`src/rtl/bm_mem_arb_pkg.sv`:
```
// Shared types for the bitmatrix SRAM arbiter.
// Owner tags follow each SRAM command through the read-return pipe.
package bm_mem_arb_pkg;

  typedef enum logic [1:0] {
    OWN_NONE,
    OWN_ENG,
    OWN_HRD,
    OWN_HWR
  } owner_t;

  localparam int STARVE_CNT_W = 4;

endpackage

```
`src/rtl/bm_mem_arb_tag_pipe.sv`:
```
// Owner-tag shift register aligned with SRAM read latency.
// Last stage lines up with the cycle mem_rdata is valid.
module bm_mem_arb_tag_pipe
  import bm_mem_arb_pkg::*;
#(
  parameter int DEPTH = 2
) (
  input  logic   clk,
  input  logic   rst,
  input  owner_t tag_in,
  output owner_t tag_out
);

  owner_t pipe [DEPTH];

  always_ff @(posedge clk or posedge rst) begin
    if (rst) begin
      for (int i = 0; i < DEPTH; i++) begin
        pipe[i] <= OWN_NONE;
      end
    end else begin
      pipe[0] <= tag_in;
      for (int i = 1; i < DEPTH; i++) begin
        pipe[i] <= pipe[i-1];
      end
    end
  end

  assign tag_out = pipe[DEPTH-1];

endmodule

```
`src/rtl/bm_mem_arb.sv`:
```
// Single-port bitmatrix SRAM arbiter: engine reads first,
// host read/write round-robin with a starvation override.
module bm_mem_arb
  import bm_mem_arb_pkg::*;
#(
  parameter int BM_MEM_ADDR_W = 8,
  parameter int BM_COL_W      = 64,
  parameter int MEM_RD_LAT    = 1,
  parameter int STARVE_MAX    = 4
) (
  input  logic                     clk,
  input  logic                     rst,
  input  logic                     eng_busy,
  input  logic                     bm_cntl_bm_mem_rd_rq,
  input  logic [BM_MEM_ADDR_W-1:0] bm_cntl_bm_mem_rd_addr,
  output logic                     bm_mem_bm_cntl_rd_gnt,
  output logic [BM_COL_W-1:0]      bm_mem_bm_cntl_rd_data,
  output logic                     bm_mem_bm_cntl_rd_data_val,
  input  logic                     host_wr_req,
  input  logic [BM_MEM_ADDR_W-1:0] host_wr_addr,
  input  logic [BM_COL_W-1:0]      host_wr_data,
  output logic                     host_wr_gnt,
  input  logic                     host_rd_req,
  input  logic [BM_MEM_ADDR_W-1:0] host_rd_addr,
  output logic                     host_rd_gnt,
  output logic [BM_COL_W-1:0]      host_rd_data,
  output logic                     host_rd_data_val,
  output logic                     mem_en,
  output logic                     mem_we,
  output logic [BM_MEM_ADDR_W-1:0] mem_addr,
  output logic [BM_COL_W-1:0]      mem_wdata,
  input  logic [BM_COL_W-1:0]      mem_rdata
);

  localparam logic [STARVE_CNT_W-1:0] STARVE_LIM =
    STARVE_CNT_W'(STARVE_MAX);

  logic                     hw_el;
  logic                     hr_el;
  logic                     host_pend;
  logic                     force_host;
  logic                     pick_wr;
  logic                     gnt_e;
  logic                     gnt_hr;
  logic                     gnt_hw;
  logic                     host_gnt;
  logic                     rr_wr;
  logic [STARVE_CNT_W-1:0]  starve_cnt;
  logic [STARVE_CNT_W-1:0]  starve_nxt;
  owner_t                   win_tag;
  owner_t                   ret_tag;
  logic [BM_MEM_ADDR_W-1:0] cmd_addr;
  logic                     eng_val;
  logic                     hrd_val;
  logic [BM_COL_W-1:0]      eng_data_q;
  logic [BM_COL_W-1:0]      hrd_data_q;

  // eng_busy masks host writes out of both arbitration and starvation
  always_comb begin
    hw_el      = host_wr_req & ~eng_busy;
    hr_el      = host_rd_req;
    host_pend  = hw_el | hr_el;
    force_host = host_pend && (starve_cnt == STARVE_LIM);
    pick_wr    = hw_el & (~hr_el | rr_wr);
    gnt_e      = bm_cntl_bm_mem_rd_rq & ~force_host;
    gnt_hr     = ~gnt_e & hr_el & ~pick_wr;
    gnt_hw     = ~gnt_e & pick_wr;
    host_gnt   = gnt_hr | gnt_hw;
  end

  always_comb begin
    win_tag  = OWN_NONE;
    cmd_addr = '0;
    unique case (1'b1)
      gnt_e: begin
        win_tag  = OWN_ENG;
        cmd_addr = bm_cntl_bm_mem_rd_addr;
      end
      gnt_hr: begin
        win_tag  = OWN_HRD;
        cmd_addr = host_rd_addr;
      end
      gnt_hw: begin
        win_tag  = OWN_HWR;
        cmd_addr = host_wr_addr;
      end
      default: ;
    endcase
  end

  always_comb begin
    starve_nxt = '0;
    if (!host_gnt && host_pend) begin
      starve_nxt = (starve_cnt == STARVE_LIM) ?
        starve_cnt : starve_cnt + 1'b1;
    end
  end

  assign bm_mem_bm_cntl_rd_gnt = gnt_e;
  assign host_rd_gnt           = gnt_hr;
  assign host_wr_gnt           = gnt_hw;

  always_ff @(posedge clk or posedge rst) begin
    if (rst) begin
      starve_cnt <= '0;
      rr_wr      <= 1'b0;
    end else begin
      starve_cnt <= starve_nxt;
      if (gnt_hr) rr_wr <= 1'b1;
      if (gnt_hw) rr_wr <= 1'b0;
    end
  end

  always_ff @(posedge clk or posedge rst) begin
    if (rst) begin
      mem_en    <= 1'b0;
      mem_we    <= 1'b0;
      mem_addr  <= '0;
      mem_wdata <= '0;
    end else begin
      mem_en <= gnt_e | host_gnt;
      mem_we <= gnt_hw;
      if (gnt_e | host_gnt) mem_addr <= cmd_addr;
      if (gnt_hw) mem_wdata <= host_wr_data;
    end
  end

  bm_mem_arb_tag_pipe #(
    .DEPTH (MEM_RD_LAT + 1)
  ) u_tag_pipe (
    .clk     (clk),
    .rst     (rst),
    .tag_in  (win_tag),
    .tag_out (ret_tag)
  );

  assign eng_val = (ret_tag == OWN_ENG);
  assign hrd_val = (ret_tag == OWN_HRD);

  // Data buses show live rdata on their own return cycle, else hold
  always_ff @(posedge clk or posedge rst) begin
    if (rst) begin
      eng_data_q <= '0;
      hrd_data_q <= '0;
    end else begin
      if (eng_val) eng_data_q <= mem_rdata;
      if (hrd_val) hrd_data_q <= mem_rdata;
    end
  end

  assign bm_mem_bm_cntl_rd_data_val = eng_val;
  assign host_rd_data_val           = hrd_val;
  assign bm_mem_bm_cntl_rd_data = eng_val ? mem_rdata : eng_data_q;
  assign host_rd_data           = hrd_val ? mem_rdata : hrd_data_q;

endmodule

```
`config.mk`:
```
export PLATFORM = sky130hd
export DESIGN_NAME = bm_mem_arb
export DESIGN_NICKNAME = d
export VERILOG_FILES = /design/src/rtl/bm_mem_arb_pkg.sv /design/src/rtl/bm_mem_arb_tag_pipe.sv /design/src/rtl/bm_mem_arb.sv
export SDC_FILE = /design/constraint.sdc
export NUM_CORES = 1
export LEC_CHECK = 0
export BUFFER_PORTS_ARGS = -buffer_cell sky130_fd_sc_hd__buf_2
export CAP_MARGIN = 20
export CORE_AREA = 2 2 140 142
export CTS_BUF_LIST = sky130_fd_sc_hd__clkbuf_16
export CTS_CLUSTER_DIAMETER = 200
export CTS_CLUSTER_SIZE = 20
export DETAILED_ROUTE_END_ITERATION = 6
export DIE_AREA = 0 0 142 144
export PLACE_DENSITY_LB_ADDON = 0.3
export SLEW_MARGIN = 5
export SYNTH_ARGS = -nofsm -noshare
export SYNTH_HDL_FRONTEND = slang
export SYNTH_HIERARCHICAL = 1
export SYNTH_SLANG_ARGS = --single-unit
```
`constraint.sdc`:
```
create_clock -name clk -period 7.1 [get_ports clk]
set_input_delay 0.355 -clock clk [delete_from_list [all_inputs] [get_ports clk]]
set_output_delay 0.355 -clock clk [all_outputs]
set_load 0.03 [all_outputs]
```
## Yosys cells after proc, flatten, opt, wreduce, memory -nomap -nowiden

Index checks and enable logic that the tools add are counted.
W data, S select, Z words.

- Flip-flop bits (word level): 211
- Output and inout port bits: 207
- Logic and storage cells: 42

- Add/sub/neg operators: 1
- Equality and inequality tests: 4
- Mux-type cells: 8
- Bitwise operators: 15
- Reduce and logical (&&, ||, !) cells: 4

Operator list:

| operator | number |
|---|---|
| $mux W64 | 2 |
| $pmux W8 S3 | 1 |
| $mux W4 | 2 |
| $and A1 B1 Y1 | 6 |
| $pmux W2 S3 | 1 |
| $not A1 Y1 | 5 |
| $add A4 B1 Y4 const B | 1 |
| $eq A4 B3 Y1 const B | 1 |
| $or A1 B1 Y1 | 4 |
| $eq A2 B1 Y1 const B | 1 |
| $eq A2 B2 Y1 const B | 1 |
| $logic_and A1 B1 Y1 | 2 |
| $mux W1 | 2 |
| $ne A2 B2 Y1 const B | 1 |
| $reduce_bool A2 Y1 | 1 |
| $logic_not A1 Y1 | 1 |

## Longest topological paths before layout

Gate-level depths: netlist (run 1).

- Word-level depth: 13
- Gate-level depth with buffers: 8
- Gate-level depth less buffers: 6

## Cells and area by module

The synthesis (run 1) kept the hierarchy.

Modules (own cells, without submodules):

| module | times used | cells each | area an instance (um2) | seq. area each (um2) |
|---|---|---|---|---|
| bm_mem_arb | 1 | 490 | 8,109.0 | 5,180.0 |
| bm_mem_arb_tag_pipe | 1 | 7 | 118.9 | 100.1 |

## Worst setup path before layout (run 1)

No wires, ideal clock.

- Path kind: register to output
- Start: reg u_tag_pipe.pipe, in the netlist u_tag_pipe/tag_out[0]
- End: out host_rd_data[54]
- Arrival time: 1.682 ns
- Data required time: 6.745 ns
- Setup slack: 5.063 ns
- Stages on the path, launching flop included: 6
- Buffers on the path: 3
- Cells stage by stage: dfrtp_1 buf_4 nor2b_1 clkbuf_1 buf_2 mux2_2

- Word-level cells in the longest chain between the ends: 2

Ends and longest elaborated chain:

| what | RTL line | source |
|---|---|---|
| from (decl) | bm_mem_arb_tag_pipe.sv:14 | `owner_t pipe [DEPTH];` |
| from (signal, indexed assignment) | bm_mem_arb_tag_pipe.sv:24 | `pipe[i] <= pipe[i-1];` |
| $eq A2 B2 Y1 | bm_mem_arb.sv:138 | `assign hrd_val = (ret_tag == OWN_HRD);` |
| via host_rd_data_val | bm_mem_arb.sv:27 | `output logic host_rd_data_val,` |
| $mux W64 | bm_mem_arb.sv:154 | `assign host_rd_data = hrd_val ? mem_rdata : hrd_data_q;` |
| to (decl) | bm_mem_arb.sv:26 | `output logic [BM_COL_W-1:0] host_rd_data,` |

The timed path passes the listed nets, and every way through them passes these cells.

## Worst setup path in the final report (run 1)

- Start: reg starve_cnt[0]
- End: out host_wr_gnt

- Word-level cells in the longest chain between the ends: 6

Ends and longest elaborated chain:

| what | RTL line | source |
|---|---|---|
| from (decl) | bm_mem_arb.sv:48 | `logic [STARVE_CNT_W-1:0] starve_cnt;` |
| from (signal assigned) | bm_mem_arb.sv:108 | `starve_cnt <= starve_nxt;` |
| $eq A4 B3 Y1 | bm_mem_arb.sv:63 | `force_host = host_pend && (starve_cnt == STARVE_LIM);` |
| $logic_and A1 B1 Y1 | bm_mem_arb.sv:63 |  |
| $not A1 Y1 | bm_mem_arb.sv:65 | `gnt_e = bm_cntl_bm_mem_rd_rq & ~force_host;` |
| $and A1 B1 Y1 | bm_mem_arb.sv:65 |  |
| $not A1 Y1 | bm_mem_arb.sv:67 | `gnt_hw = ~gnt_e & pick_wr;` |
| $and A1 B1 Y1 | bm_mem_arb.sv:67 |  |
| to (decl) | bm_mem_arb.sv:22 | `output logic host_wr_gnt,` |

No other way between the ends.

==> results of run 1 <==
-- critical path, cell delays in order, from the launching register on --
cell      delay [ps]
dfrtp_1          420
inv_1             70
ha_1             210
nand3b_4         120
a21oi_4          270
o21a_4           160
buf_4            790
buf_2            350
-- metal layers --
layer  vias up  part of all wire, %  GRT usage (%)
met5         -                    0              0
met4         0                  2.1           5.05
met3        26                  9.1           5.79
met2       255                   49           31.6
met1      2607                   39           23.1
li1       2451                    -              -
-- sequential cells by signal (all words and copies together) (netlist names) --
register / count
hrd_data_q: 64
rr_wr: 1
u_tag_pipe/tag_out: 2
mem_addr: 8
u_tag_pipe/pipe: 2
mem_we: 1
starve_cnt: 4
eng_data_q: 64
mem_wdata: 64
mem_en: 1
-- final cells by class --
type                            instances  area (um^2)  share of cell area [%]
Clock buffer                           15          375                    3.54
Clock inverter                          1         11.3                   0.106
Inverter                                9         41.3                   0.389
Multi-Input combinational cell        251         2710                    25.6
Sequential cell                       211         5280                    49.8
Tap cell                              238          298                    2.81
Timing Repair Buffer                  370         1890                    17.8
-- what timing repair did --
action                                 in CTS  in global routing
hold buffers                                1                  0
resized for setup                           0                  0
endpoints found under the hold margin       4                  0
-- worst max path at each step --
| stage | to | from |
|---|---|---|
| global route | host_wr_gnt | starve_cnt[0] |
| detailed placement | host_wr_gnt | starve_cnt[0] |
| floorplan | eng_data_q[0] | rst |
| CTS | host_wr_gnt | starve_cnt[0] |
| global placement | host_wr_gnt | starve_cnt[0] |
| finish | host_wr_gnt | starve_cnt[0] |
-- cell families after synthesis --
| logic type | after synthesis | synth area share, % |
|---|---|---|
| AOI/OAI and AO/OA | 31 | 2.74 |
| xor gates and xnor gates | 1 | 0.106 |
| adders and majority gates | 2 | 0.304 |
| buffers and inverters | 35 | 2.97 |
| DFF | 211 | 64.2 |
| muxes | 192 | 28.1 |
| and+or+nand+nor | 25 | 1.61 |
-- power by group through the flow --
stage | combinational [mW] | sequential (mW) | clock, mW
2_1_floorplan | 0.677 | 1.73 | 0
3_3_place_gp | 1.22 | 1.54 | 0
3_5_place_dp | 1.23 | 1.55 | 0
4_1_cts | 1.23 | 1.53 | 0.806
5_1_grt | 1.29 | 1.55 | 0.849
6_report | 1.22 | 1.52 | 0.772
-- metrics by stage --
step / std cells / utilization (%) / cell area [um^2]
finish: 1095 / 55.6 / 10600
global route: 1095 / 55.6 / 10600
CTS: 1094 / 55.5 / 10600
detailed placement: 1077 / 53.4 / 10200
global placement: 1077 / 53.4 / 10200
floorplan: 497 / - / 8230
-- layout by cell type (no fill, tap or decap) --
cell type	synthesis	routed
xor2_1	1	1
o21a_4	1	1
a21oi_4	1	1
o211ai_1	1	1
dlygate4sd3_1	0	1
buf_16	0	1
inv_1	8	7
o21a_1	1	1
o21ai_0	9	9
ha_1	2	2
buf_2	11	364
nand2b_2	0	1
nand3_1	3	3
a21oi_1	8	8
clkbuf_16	0	15
mux2_4	40	40
or2_2	1	1
and2b_4	1	1
buf_4	4	4
a221oi_2	1	1
mux2_2	152	152
a22o_1	1	1
nand2_1	8	8
dfrtp_1	211	211
inv_2	1	1
inv_8	0	2
nor2b_4	0	1
o32ai_1	8	8
nand3b_4	1	1
nand2b_1	3	2
nor2_1	7	7
==> results.py, run 1 <==
metrics = {
    "floorplanning": {
        "start_util_pct": 43.1,
        "die_h_um": 144,
        "coreArea_um2": 19100,
        "die_area_um2": 20400,
        "die_w_um": 142,
        "ioPinCount": 365,
        "fp-row-count": 51,
    },
    "synthesis": {
        "syn-num-nets": 657,
        "ys_types": 31,
        "synth_top_flop_cell": "dfrtp_1",
        "synthTopCellsByCount": "dfrtp_1, mux2_2, mux2_4",
        "synth_edf_count": 0,
        "synth_top_area_cell": "dfrtp_1",
        "yosysSeqAreaShare_pct": 64.2,
        "async_reset_ff_share_pct": 100,
        "yosysMostFrequentCell": "dfrtp_1",
        "synthTopCellsByArea": "dfrtp_1, mux2_2, mux2_4",
        "yosysWarningCount": 6,
        "synthesis.area_um2": 8230,
        "avgSynthCellArea_um2": 16.6,
        "ys_seq_elements": 211,
        "synth_cells": 497,
        "synth_top_area_share_pct": 64.2,
    },
    "pwr": {
        "power_frac_clock_pct": 22.0,
        "sequentialPowerShare_pct": 43.4,
        "p_total_mw": 3.51,
        "p_per_area_nw_per_um2": 331,
        "comb_power_share_pct": 34.6,
        "p_sw_share_pct": 36.1,
        "power_leakage_nw": 5.20,
        "power.internal_mw": 2.25,
        "ir_drop_v": 0.000231,
        "p_switching_mw": 1.27,
    },
    "grt": {
        "antenna_found_initial": 0,
        "grt_max_degree": 125,
        "gr-total-overflow": 0,
        "grt_usage_pct": 18.6,
        "grt_pass1_wl_mm": 29.6,
        "first_global_vias": 5361,
    },
    "setup_path": {
        "reg2reg_from": "starve_cnt[0]",
        "arrival_ps": 2860,
        "cp_max_fo": 67,
        "crit_path_end_kind": "output port",
        "ff2ff_path_depth": 7,
        "r2r-end": "mem_wdata[58]",
        "critPathRequiredTime_ps": 6740,
        "reg2reg_slack_ps": 4500,
        "crit_type": "flip-flop to output port",
        "critical_path.startpoint_type": "flip-flop",
    },
    "status": {
        "status": "complete, no violations",
    },
    "sta": {
        "fin_ws_ps": 3880,
        "fin_tns_setup_ps": 0,
        "finalClockSkew_ps": 7.67,
        "fin_hold_ws_ps": 108,
        "period_share_pct": 45.3,
        "worstMarginPinSlew_ps": 1040,
        "setup_violations": 0,
        "finalHoldViolCount": 0,
        "fmax_ghz": 0.311,
        "rsz0062_at_grt": "false",
        "period_needed_ps": 3220,
        "drv_slew": 0,
        "max_slew_margin_pct": 30.8,
    },
    "drt": {
        "routedWlPerCell_um": 18.1,
        "drc": 0,
        "drtPass1Iterations": 4,
        "drtIter0Drc": 205,
        "vias": 5339,
        "viasPerCell": 4.88,
        "ant_nets": 0,
        "drt-total-wl_mm": 19.8,
    },
    "clock_tree": {
        "cts_setup_buffers": 0,
        "path_clk_slew_ps": 80,
        "cts_root_buf": "clkbuf_16",
        "numCtsBuffers": 14,
        "clock_path_buffers": 3,
        "htree_levels": 1,
        "cts.sinks": 211,
        "cts_tree": "done",
        "insertion_delay_ps": 470,
    },
    "worst_hold_path": {
        "min_from": "host_rd_addr[4]",
        "min_to": "mem_addr[4]",
        "worstHoldPathType": "input port to flip-flop",
        "min_path_cells": 3,
    },
    "final_layout": {
        "antenna_cells": 0,
        "areaGrowthSynthToFinish_pct": 28.9,
        "fillers": 1631,
        "drive_above_1_share_pct": 68.5,
        "fin_nets": 1017,
    },
    "place": {
        "place_ws_ps": 4360,
        "place_congestion": 0.822,
        "post-dp-hpwl_mm": 14.6,
        "port_buffers": 364,
    },
    "flow_run": {
        "maxCapViolations": 0,
    },
}
(Power assumes the default switching activity.)
==> run 2, diff against run 1 <==
Settings changed: CORE_AREA 2 2 140 142 to default, CORE_MARGIN from default to 1, CORE_UTILIZATION from default to 43, DIE_AREA 0 0 142 144 to default.
Clock period 7.1 ns to 2.9 ns, I/O delays scaled along.
==> run 2 against run 1 <==
Worst hold slack got worse by 51 ps. Critical path depth decreased by 1. Utilization increased by 9.3 points. First-iteration DRC count decreased by 21%. Critical path type unchanged.
==> results.py, run 2 (same netlist as run 1, synthesis figures left out) <==
metrics = {
    "clock_tree": {
        "cts_root_buf": "clkbuf_16",
        "postCtsResizedCells": 0,
        "numCtsBuffers": 14,
        "htree_levels": 1,
        "cts_tree": "done",
        "path_clk_slew_ps": 90,
        "clock_path_buffers": 3,
        "cts.sinks": 211,
        "insertion_delay_ps": 470,
    },
    "setup_path": {
        "cp_cell_sequence": "inv_1 -> ha_1 -> nand3b_4 -> a21oi_4 -> o21a_4 -> buf_2",
        "cp.depth": 6,
        "critPathRequiredTime_ps": 2760,
        "reg2reg_from": "starve_cnt[0]",
        "cp_max_fo": 22,
        "slowest_stage": "o21a_4",
        "r2r-end": "mem_wdata[1]",
        "arrival_ps": 2310,
        "reg2reg_slack_ps": 570,
        "critPathTopFamily": "compound AO/OA/AOI/OAI gates",
        "crit_path_end_kind": "output port",
        "ff2ff_path_depth": 7,
        "critical_path.startpoint_type": "flip-flop",
        "crit_type": "flip-flop to output port",
        "cpPeakStageDelay_ps": 460,
        "crit_buf_inv": 2,
    },
    "pwr": {
        "p_total_mw": 8.82,
        "p_switching_mw": 3.18,
        "ir_drop_v": 0.000523,
        "p_per_area_nw_per_um2": 727,
        "p_sw_share_pct": 36.0,
        "comb_power_share_pct": 36.2,
        "power_leakage_nw": 5.85,
        "sequentialPowerShare_pct": 42.4,
        "power.internal_mw": 5.65,
        "power_frac_clock_pct": 21.4,
    },
    "final_layout": {
        "fin_cells": 1242,
        "drive_above_1_share_pct": 58.9,
        "areaGrowthSynthToFinish_pct": 47.6,
        "final_common_cell": "buf_2",
        "mostFrequentLayoutCells": "buf_2, dfrtp_1, mux2_2",
        "antenna_cells": 0,
        "largest_registers": "eng_data_q x64, hrd_data_q x64, mem_wdata x64",
        "fin_nets": 1168,
    },
    "worst_hold_path": {
        "min_to": "starve_cnt[1]",
        "min_from": "bm_cntl_bm_mem_rd_rq",
        "worstHoldPathType": "input port to flip-flop",
        "min_path_cells": 3,
    },
    "sta": {
        "worstMarginPinSlew_ps": 870,
        "max_slew_margin_pct": 41.8,
        "finalClockSkew_ps": 21.1,
        "setup_violations": 0,
        "period_share_pct": 84.6,
        "fmax_ghz": 0.408,
        "period_needed_ps": 2450,
        "finalHoldViolCount": 0,
        "drv_slew": 0,
        "fin_tns_setup_ps": 0,
        "fin_hold_ws_ps": 57.8,
        "rsz0062_at_grt": "false",
    },
    "drt": {
        "ant_nets": 0,
        "viasPerCell": 4.86,
        "drtPass1Iterations": 4,
        "drc": 0,
        "drtIter0Drc": 161,
        "vias": 6033,
        "routedWlPerCell_um": 17.7,
        "drt-total-wl_mm": 22.0,
    },
    "grt": {
        "gr-total-overflow": 0,
        "grt_pass1_wl_mm": 34.5,
        "first_global_vias": 6628,
        "antenna_found_initial": 0,
        "grt_usage_pct": 22.2,
        "grt_max_degree": 56,
    },
    "place": {
        "post-place-cells": 1081,
        "post-dp-hpwl_mm": 14.5,
        "place_congestion": 0.794,
        "port_buffers": 364,
    },
    "floorplanning": {
        "die_area_um2": 19700,
        "start_util_pct": 44.0,
        "die_h_um": 140,
        "coreArea_um2": 18700,
        "ioPinCount": 365,
        "fp-row-count": 50,
        "die_w_um": 140,
    },
    "flow_run": {
        "maxCapViolations": 0,
    },
    "status": {
        "status": "complete, no violations",
    },
}
-- run 2: cell types whose count changed in the layout (fill, tap and decap cells not counted) --
cell,previous run,this run
dlygate4sd3_1,1,145
buf_12,0,5
buf_4,4,7
buf_16,1,0
clkinvlp_4,0,1
inv_8,2,1
nand2b_2,1,0
nand2b_4,0,1
-- run 2: final cells by class --
class,instances,area [um^2]
fill,1309,6560
sequential,211,5280
timing repair buffer,521,3430
multi-input combinational,251,2720
clock buffer,15,375
tap,234,293
inverter,9,37.5
clock inverter,1,11.3
-- run 2: tightest hold or removal path, delay by kind of cell --
kind,cells,cell delay [ps]
buffers and inverters,1,130
AO/OA/AOI/OAI,1,170
AND/OR/NAND/NOR,1,60
-- run 2: worst max-delay path by stage --
stage               slack, ps             to           from
floorplan                  70  eng_data_q[0]            rst
global placement          640   mem_wdata[5]  starve_cnt[0]
detailed placement        590   mem_wdata[1]  starve_cnt[0]
CTS                       420    host_wr_gnt  starve_cnt[0]
global route              330    host_wr_gnt  starve_cnt[0]
finish                    450    host_wr_gnt  starve_cnt[0]
-- run 2: stage by stage --
stage          utilization (%)  cell area (um^2)  setup WS (ps)
2_1_floorplan                -              8230           68.8
3_3_place_gp              55.1             10300            641
3_5_place_dp              55.1             10300            593
4_1_cts                   64.9             12100            419
5_1_grt                   64.9             12100            330
6_report                  64.9             12100            448
-- run 2: power groups by stage --
stage          clock (mW)  combinational, mW  sequential, mW
4_1_cts              1.97               3.19            3.73
3_3_place_gp            0               2.99            3.77
5_1_grt              2.07               3.35            3.81
2_1_floorplan           0               1.66            4.23
3_5_place_dp            0               3.03            3.78
6_report             1.89               3.19            3.74
-- run 2: layer usage --
layer | track usage [%] | up-vias | routed length (um)
li1 | - | 2750 | -
met1 | 26.0 | 2944 | 8590
met2 | 39.5 | 289 | 11000
met3 | 5.16 | 50 | 1710
met4 | 8.85 | 0 | 761
met5 | 0 | - | 0
-- run 2: repair_timing --
action / 4_1_cts / 5_1_grt
hold buffers: 145 / 0
hold endpoints to repair: 234 / 0
setup buffers: 0 / 0
==> run 3, diff against run 2 <==
Clock period 2.9 ns to 2.1 ns, I/O delays scaled along.
==> run 3 against run 2 <==
Critical endpoint is now mem_addr[3]. Highest routed layer unchanged. Power is 39% higher. Die area did not move. The run now ends with negative hold slack left. Sequential share of layout area down 1.1 points. Combinational power is 41% higher.
==> results.py, run 3 (same netlist as run 1, synthesis figures left out) <==
metrics = {
    "status": {
        "status": "finished with violations",
        "violations": "negative hold slack",
    },
    "sta": {
        "period_needed_ps": 2040,
        "fin_tns_setup_ps": 0,
        "finalClockSkew_ps": 13.0,
        "fmax_ghz": 0.490,
        "setup_violations": 0,
        "worstMarginPinSlew_ps": 666,
        "max_slew_margin_pct": 55.5,
        "fin_hold_ws_ps": -3.25,
        "drv_slew": 0,
        "finalHoldViolCount": 1,
        "period_share_pct": 97.2,
        "fin_ws_ps": 58.3,
    },
    "worst_hold_path": {
        "min_to": "mem_addr[2]",
        "min_from": "bm_cntl_bm_mem_rd_addr[2]",
        "min_path_cells": 3,
        "worstHoldPathType": "input port to flip-flop",
    },
    "pwr": {
        "p_total_mw": 12.3,
        "ir_drop_v": 0.000742,
        "power_leakage_nw": 6.00,
        "p_per_area_nw_per_um2": 986,
    },
    "final_layout": {
        "fillers": 1299,
        "fin_nets": 1191,
        "antenna_cells": 0,
        "drive_above_1_share_pct": 60.2,
        "mostFrequentLayoutCells": "buf_2, dfrtp_1, mux2_2",
        "largest_registers": "eng_data_q x64, hrd_data_q x64, mem_wdata x64",
        "postLayoutCoreUtil_pct": 66.6,
        "fin_cells": 1265,
        "final_common_cell": "buf_2",
        "areaGrowthSynthToFinish_pct": 51.5,
        "fin_area_um2": 12500,
    },
    "clock_tree": {
        "numCtsBuffers": 14,
        "path_clk_slew_ps": 80,
        "cts_root_buf": "clkbuf_16",
        "cts_tree": "done",
        "htree_levels": 1,
        "clock_path_buffers": 3,
        "insertion_delay_ps": 460,
        "cts.sinks": 211,
    },
    "floorplanning": {
        "fp-row-count": 50,
        "die_w_um": 140,
        "die_area_um2": 19700,
        "start_util_pct": 44.0,
        "coreArea_um2": 18700,
        "ioPinCount": 365,
        "die_h_um": 140,
    },
    "setup_path": {
        "crit_path_end_kind": "flip-flop",
        "crit_buf_inv": 3,
        "slowest_stage": "dlygate4sd3_1",
        "arrival_ps": 2430,
        "ff2ff_path_depth": 8,
        "reg2reg_from": "starve_cnt[0]",
        "crit_type": "flip-flop to flip-flop",
        "cpPeakStageDelay_ps": 580,
        "reg2reg_slack_ps": 60,
        "critPathTopFamily": "buffers and inverters",
        "cp_max_fo": 9,
        "critPathRequiredTime_ps": 2490,
        "critical_path.startpoint_type": "flip-flop",
        "r2r-end": "mem_addr[3]",
        "cp_cell_sequence": "inv_2 -> ha_4 -> nand3b_4 -> a21oi_4 -> buf_4 -> o32ai_2 -> o21ai_1 -> dlygate4sd3_1",
    },
    "drt": {
        "viasPerCell": 4.95,
        "ant_nets": 0,
        "vias": 6268,
        "drt-total-wl_mm": 23.9,
        "drtIter0Drc": 223,
        "drc": 0,
        "routedWlPerCell_um": 18.9,
        "drtPass1Iterations": 4,
    },
    "grt": {
        "first_global_vias": 6825,
        "grt_usage_pct": 23.2,
        "antenna_found_initial": 0,
        "gr-total-overflow": 0,
        "grt_pass1_wl_mm": 35.9,
        "grt_max_degree": 57,
    },
    "place": {
        "post-place-cells": 1088,
        "place_congestion": 0.787,
        "place_ws_ps": 240,
        "port_buffers": 364,
        "dpl_cell_area_um2": 10400,
        "post-dp-hpwl_mm": 14.9,
    },
    "flow_run": {
        "maxCapViolations": 0,
    },
}
[run 3: cell types whose count changed in the layout (fill, tap and decap cells not counted), sizes merged]
cell | previous run | this run
dlygate4sd3 | 145 | 149
clkbuf | 15 | 17
buf | 376 | 393
[run 3: report_power, final]
group          internal, mW  switching, mW  total, mW
combinational          1.70           2.79       4.49
clock                  1.29           1.32       2.61
sequential             4.86          0.324       5.19
total                  7.85           4.44       12.3
[run 3: worst reg2reg max path: stages (launching register included)]
cell,delay (ps)
dfrtp_1,420
inv_2,80
ha_4,140
nand3b_4,120
a21oi_4,150
buf_4,210
o32ai_2,90
o21ai_1,170
dlygate4sd3_1,580
[run 3: timing repair]
item / 4_1_cts / 5_1_grt
pin swaps: 0 / 3
endpoints found under the hold margin: 224 / 1
setup buffers: 2 / 8
endpoints found under the setup margin: 40 / 63
cloned: 0 / 3
hold buffers: 149 / 1
gates resized for setup: 3 / 14
[run 3: cell type report]
| cell class | instances | area (um^2) | share of cell area, % |
|---|---|---|---|
| flip-flops and latches | 211 | 5280 | 42.4 |
| inverters | 9 | 37.5 | 0.301 |
| multi-input cells | 251 | 2780 | 22.3 |
| clock inverters | 1 | 11.3 | 0.0904 |
| repair buffers | 544 | 3690 | 29.6 |
| clock buffers | 15 | 375 | 3.01 |
| well taps | 234 | 293 | 2.35 |
[run 3: how the worst max path moves through the flow]
stage	from	end	slack [ps]	depth (start not counted)
CTS	starve_cnt[0]	host_wr_gnt	9	6
global placement	starve_cnt[0]	mem_wdata[55]	280	7
detailed placement	starve_cnt[0]	mem_wdata[55]	240	7
floorplan	rst	eng_data_q[0]	-690	1
global route	starve_cnt[0]	mem_addr[3]	-20	7
finish	starve_cnt[0]	mem_addr[3]	60	8
[run 3: layer usage]
layer  vias up  share of wire [%]  GRT usage (%)
met4         0                4.0           10.2
met1      3093                 39           26.6
li1       2799                  -              -
met5         -                  0              0
met2       309                 50           41.6
met3        67                7.2           5.16
